**src/rtl/ps2_pkg.sv**
```systemverilog
// rtl/ps2_pkg.sv - shared PS/2 command codes, scheduler states and source encodings
package ps2_pkg;

    localparam logic [7:0] PS2_CMD_RESET    = 8'hFF;
    localparam logic [7:0] PS2_CMD_SET_LEDS = 8'hED;

    localparam logic [1:0] SRC_BOOT = 2'd0;
    localparam logic [1:0] SRC_LED  = 2'd1;
    localparam logic [1:0] SRC_HOST = 2'd2;

    typedef enum logic [2:0] {
        BOOT_SEND,
        BOOT_WAIT,
        IDLE,
        SEND_CMD,
        WAIT_CMD,
        SEND_ARG,
        WAIT_ARG,
        DONE
    } ps2_state_e;

endpackage

```
**src/rtl/ps2_command_scheduler.sv**
```systemverilog
// rtl/ps2_command_scheduler.sv - sequences boot, LED and raw host commands onto the PS/2 command channel
//
// Ports:
//   clk, reset                      clock, asynchronous active-high reset
//   led_valid/led_ready/led_state   LED update request (0xED + {caps,num,scroll})
//   host_valid/host_ready/host_byte raw host command request
//   command_valid/ready/byte        byte stream to the protocol engine
//   command_ack_valid/ready/error   per-byte acknowledge from the protocol engine
//   done_valid/error/source         one-cycle transaction completion report
//   busy                            high whenever not idle
module ps2_command_scheduler
    import ps2_pkg::*;
#(
    parameter int MAX_RETRIES = 3,
    parameter int ACK_TIMEOUT = 2_000_000
) (
    input  logic       clk,
    input  logic       reset,
    input  logic       led_valid,
    output logic       led_ready,
    input  logic [2:0] led_state,
    input  logic       host_valid,
    output logic       host_ready,
    input  logic [7:0] host_byte,
    output logic       command_valid,
    input  logic       command_ready,
    output logic [7:0] command_byte,
    input  logic       command_ack_valid,
    output logic       command_ack_ready,
    input  logic       command_ack_error,
    output logic       done_valid,
    output logic       done_error,
    output logic [1:0] done_source,
    output logic       busy
);

    localparam int TW = (ACK_TIMEOUT > 1) ? $clog2(ACK_TIMEOUT) : 1;
    localparam logic [TW-1:0] TIMER_LAST = TW'(ACK_TIMEOUT - 1);
    localparam logic [3:0]    RETRY_MAX  = 4'(MAX_RETRIES);

    ps2_state_e    r_state;
    ps2_state_e    w_next;
    logic [3:0]    r_retry;
    logic [TW-1:0] r_timer;
    logic          r_is_led;
    logic [7:0]    r_arg;
    logic [7:0]    r_cmd_byte;
    logic          r_error;
    logic [1:0]    r_source;

    logic w_send;
    logic w_wait;
    logic w_fire;
    logic w_ack_ok;
    logic w_fail;
    logic w_can_retry;
    logic w_led_take;
    logic w_host_take;

    always_comb begin
        w_send      = (r_state == BOOT_SEND) || (r_state == SEND_CMD) || (r_state == SEND_ARG);
        w_wait      = (r_state == BOOT_WAIT) || (r_state == WAIT_CMD) || (r_state == WAIT_ARG);
        w_fire      = w_send && command_ready;
        w_ack_ok    = w_wait && command_ack_valid && !command_ack_error;
        // An ack arriving in the timeout cycle takes precedence over the timeout.
        w_fail      = w_wait && ((command_ack_valid && command_ack_error) ||
                                 (!command_ack_valid && (r_timer == TIMER_LAST)));
        w_can_retry = (r_retry < RETRY_MAX);
        w_led_take  = (r_state == IDLE) && led_valid;
        w_host_take = (r_state == IDLE) && !led_valid && host_valid;

        w_next = r_state;
        case (r_state)
            BOOT_SEND: if (command_ready) w_next = BOOT_WAIT;
            BOOT_WAIT: begin
                if (w_ack_ok)   w_next = DONE;
                else if (w_fail) w_next = w_can_retry ? BOOT_SEND : DONE;
            end
            IDLE:      if (led_valid || host_valid) w_next = SEND_CMD;
            SEND_CMD:  if (command_ready) w_next = WAIT_CMD;
            WAIT_CMD: begin
                if (w_ack_ok)    w_next = r_is_led ? SEND_ARG : DONE;
                else if (w_fail) w_next = w_can_retry ? SEND_CMD : DONE;
            end
            SEND_ARG:  if (command_ready) w_next = WAIT_ARG;
            WAIT_ARG: begin
                // A failed argument is resent on its own; 0xED is not repeated.
                if (w_ack_ok)    w_next = DONE;
                else if (w_fail) w_next = w_can_retry ? SEND_ARG : DONE;
            end
            DONE:      w_next = IDLE;
            default:   w_next = IDLE;
        endcase

        // State sits in BOOT_SEND during reset; the valid is masked so outputs read 0 then.
        command_valid     = w_send && !reset;
        command_ack_ready = w_wait;
        command_byte      = r_cmd_byte;
        led_ready         = w_led_take;
        host_ready        = w_host_take;
        done_valid        = (r_state == DONE);
        done_error        = (r_state == DONE) && r_error;
        done_source       = (r_state == DONE) ? r_source : SRC_BOOT;
        busy              = (r_state != IDLE);
    end

    always_ff @(posedge clk or posedge reset) begin
        if (reset) r_state <= BOOT_SEND;
        else       r_state <= w_next;
    end

    always_ff @(posedge clk or posedge reset) begin
        if (reset) begin
            r_retry    <= '0;
            r_timer    <= '0;
            r_is_led   <= 1'b0;
            r_arg      <= '0;
            r_cmd_byte <= PS2_CMD_RESET;
            r_error    <= 1'b0;
            r_source   <= SRC_BOOT;
        end else begin
            if (w_fire)
                r_timer <= '0;
            else if (w_wait && (r_timer != TIMER_LAST))
                r_timer <= r_timer + 1'b1;

            if (w_ack_ok || (w_fail && !w_can_retry))
                r_retry <= '0;
            else if (w_fail)
                r_retry <= r_retry + 1'b1;

            if (w_led_take || w_host_take)
                r_error <= 1'b0;
            else if (w_fail && !w_can_retry)
                r_error <= 1'b1;

            if (w_led_take) begin
                r_is_led   <= 1'b1;
                r_arg      <= {5'b0, led_state};
                r_cmd_byte <= PS2_CMD_SET_LEDS;
                r_source   <= SRC_LED;
            end else if (w_host_take) begin
                r_is_led   <= 1'b0;
                r_cmd_byte <= host_byte;
                r_source   <= SRC_HOST;
            end else if ((r_state == WAIT_CMD) && w_ack_ok && r_is_led) begin
                r_cmd_byte <= r_arg;
            end
        end
    end

endmodule

```
**config.mk**
```make
export PLATFORM = sky130hd
export DESIGN_NAME = ps2_command_scheduler
export DESIGN_NICKNAME = d
export VERILOG_FILES = /design/src/rtl/ps2_pkg.sv /design/src/rtl/ps2_command_scheduler.sv
export SDC_FILE = /design/constraint.sdc
export NUM_CORES = 1
export LEC_CHECK = 0
export CAP_MARGIN = 15
export CORE_ASPECT_RATIO = 0.9
export CORE_UTILIZATION = 35
export DETAILED_ROUTE_END_ITERATION = 8
export DONT_BUFFER_PORTS = 1
export GPL_TIMING_DRIVEN = 0
export SYNTH_ARGS = -nofsm -noshare
export SYNTH_HDL_FRONTEND = slang
export SYNTH_SLANG_ARGS = --single-unit
```
**constraint.sdc**
```tcl
create_clock -name clk -period 4.75 [get_ports clk]
set_clock_uncertainty 0.15 [all_clocks]
set_input_delay 0.7125 -clock clk [delete_from_list [all_inputs] [get_ports clk]]
set_output_delay 0.7125 -clock clk [all_outputs]
set_load 0.03 [all_outputs]
```
==> impl_metrics.tcl <==
set metrics [dict create \
    routed_via_density 5.30 \
    rsz0062_at_grt "false" \
    max-vdd-ir-drop_mv 0.182 \
    ys_warn_count 0 \
    synth_edf_count 0 \
    place_hpwl_mm 3.25 \
    ys_seq_elements 42 \
    p_sw_share_pct 40.4 \
    numCtsBuffers 5 \
    htreeDepth 2 \
    finalHoldViolCount 0 \
    final_area_um2 2480 \
    yosysUniqueCellTypes 50 \
    r2r_end "command_byte[3]$_DFFE_PP1P_" \
    cts_setup_buffers 0 \
    die_width_um 86.2 \
    required_ns 3.89 \
    path_delay_family "simple AND/OR/NAND/NOR gates" \
    setup_viol 0 \
    cts-root-buf "clkbuf_8" \
    pwr-share-seq_pct 41.0 \
    worstMarginPinSlew_ns 0.897 \
    avgSynthCellArea_um2 9.35 \
    leakage_nw 1.05 \
    total_power_mw 1.44 \
    slowest_stage "nor2_1" \
    cp-end-kind "output pin" \
    cp-start-kind "flop" \
    overflow 0 \
    drt-pass1-iter-count 4 \
    finalMaxSlewViolations 0 \
    grt_pass1_wl_mm 7.62 \
    finalWirelength_mm 4.69 \
    postSynth.asyncResetShare_pct 100 \
    min-delay-path-class "input port to asynchronous set/reset pin" \
    tns_ns 0 \
    fp.dieH_um 77.8 \
    fillers 629 \
    grtUsageTotal_pct 14.7 \
    cts_tree "yes" \
    post-route-period-util_pct 66.5 \
    reg2reg_from "r_state[2]$_DFFE_PP0P_" \
    mostFrequentLayoutCells "nand2_1 (37), dfrtp_1 (34), nor2_1 (24), nand3_1 (10)" \
    synth_area_um2 2230 \
    area_delta_synth_final_pct 11.0 \
    yosysSeqAreaShare_pct 47.5 \
    power_frac_comb_pct 35.0 \
    numClockSinks 42 \
    synth_flop_cell "dfrtp_1" \
    drcViolationCount 0 \
    relSlewSlack_pct 40.1 \
    n_antenna_cell 0 \
    clk_latency_ns 0.30 \
    path_buf_inv 2 \
    initial_core_util_pct 36.3 \
    cap_violations 0 \
    worstPathArrival_ns 2.30 \
    grt_max_degree 44 \
    mostFrequentLayoutCell "nand2_1" \
    cp_max_fo 10 \
    syn_inst 239 \
    wl_per_cell_um 14.0 \
    crit_chain "buf_2, clkbuf_1, nand2_1, nor2_1, and2_1" \
    cts_buffer_depth 2 \
    powerDensity_nw_per_um2 581 \
    critPathMaxStageDelay_ns 0.56 \
    syn-num-nets 259 \
    ios 35 \
    p_int_mw 0.860 \
    nNetsFinal 266 \
    rows 27 \
    min_period_ns 3.16 \
    clkTransAtPathRegs_ns 0.09 \
    r2r_slack_ns 2.33 \
    antenna_found_initial 0 \
    cts_hold_buf 0 \
    ctsResizeCount 0 \
    routed-via-count 1771 \
    timing.fmax_mhz 317 \
    port_buffers 0 \
    ant_nets 0 \
    status "finished, final reports clean" \
    core_area_um2 6150 \
    crit_type "flop to output pin" \
    grt_pass1_vias 1542 \
    gp_congestion 0.735 \
    place_area_um2 2340 \
    reg2reg_depth 6 \
    drive_above_1_share_pct 13.0 \
    pwr-share-clk_pct 23.9 \
    p_switching_mw 0.582 \
    dieArea_um2 6710 \
    drt_iter0_markers 91 \
]
==> through the flow <==
stage	std cells	worst slack, ns	utilization (%)	hold slack (ns)
3_3_place_gp	326	1.44	38.1	0.305
2_1_floorplan	239	1.87	-	0.289
4_1_cts	334	1.59	40.4	0.336
5_1_grt	334	1.46	40.4	0.353
3_5_place_dp	326	1.94	38.1	0.311
6_report	334	1.59	40.4	0.320
==> worst reg2reg max path, stage by stage (launching register included) <==
cell and delay, ns:
dfrtp_1 0.43, buf_2 0.25, nor2_1 0.11, nand4b_1 0.32, clkinv_1 0.50, nor2_1 0.41
a221o_1 0.21
==> cells in the mapped netlist (4+ instances only) <==
cell,n,area share (%)
nand2_1,37,6.2
dfrtp_1,34,38
nor2_1,24,4.0
inv_1,10,1.7
nand3_1,10,2.2
a21oi_1,9,2.0
xnor2_1,9,3.5
dfstp_2,8,9.4
nor3_1,8,1.8
o21ai_0,8,1.8
and2_1,7,2.0
mux2i_1,6,2.7
a221o_1,5,2.2
and3_1,4,1.1
clkbuf_1,4,0.67
o31ai_1,4,1.3
==> registers in the layout, summed over array words and instances (netlist names) <==
signal        count
command_byte      8
r_arg             3
r_error           1
r_retry           4
r_source          2
r_state           3
r_timer          21
==> cell type report <==
cell class	count	area, µm²	area share [%]
Sequential cell	42	1060	42.8
Multi-Input combinational cell	178	1090	44.0
Clock buffer	5	68.8	2.77
Buffer	7	36.3	1.46
Clock inverter	3	68.8	2.77
Inverter	12	45.0	1.82
Tap cell	87	109	4.39
==> per-layer routing <==
metal	global-route usage [%]	up-vias	part of all wire (%)
met1	20.9	856	50
met4	6.00	0	1.3
li1	-	869	-
met2	21.0	40	44
met5	0	-	0
met3	3.94	6	3.8
==> cell families after synthesis <==
| group | count (synthesis) | share of synthesized area (%) |
|---|---|---|
| AO/OA/AOI/OAI | 42 | 13.3 |
| XOR/XNOR | 10 | 3.92 |
| adder cells (fa/ha/maj) | 2 | 1.12 |
| buffers and inverters | 19 | 3.64 |
| flip-flops | 42 | 47.5 |
| multiplexers | 9 | 4.37 |
| AND/OR/NAND/NOR | 115 | 26.1 |
==> power by group through the flow <==
stage                     Sequential (mW)  Combinational [mW]  Clock (mW)
after floorplan                     0.580               0.418           0
after global placement              0.594               0.497           0
after detailed placement            0.596               0.510           0
after CTS                           0.590               0.513       0.354
after global routing                0.603               0.562       0.374
final                               0.592               0.506       0.345
==> how the worst max path moves through the flow <==
stage                    endpoint              startpoint  slack (ns)  cells past startpoint
CTS                    done_error  r_state[0]$_DFFE_PP0P_        1.59                      5
floorplan           command_valid                   reset        1.87                      2
finish                 done_error  r_state[0]$_DFFE_PP0P_        1.59                      5
global route           done_error  r_state[0]$_DFFE_PP0P_        1.46                      5
global placement    command_valid                   reset        1.44                      2
detailed placement     done_error  r_state[0]$_DFFE_PP0P_        1.94                      5
No activity file was read; power rests on OpenSTA's default activity.
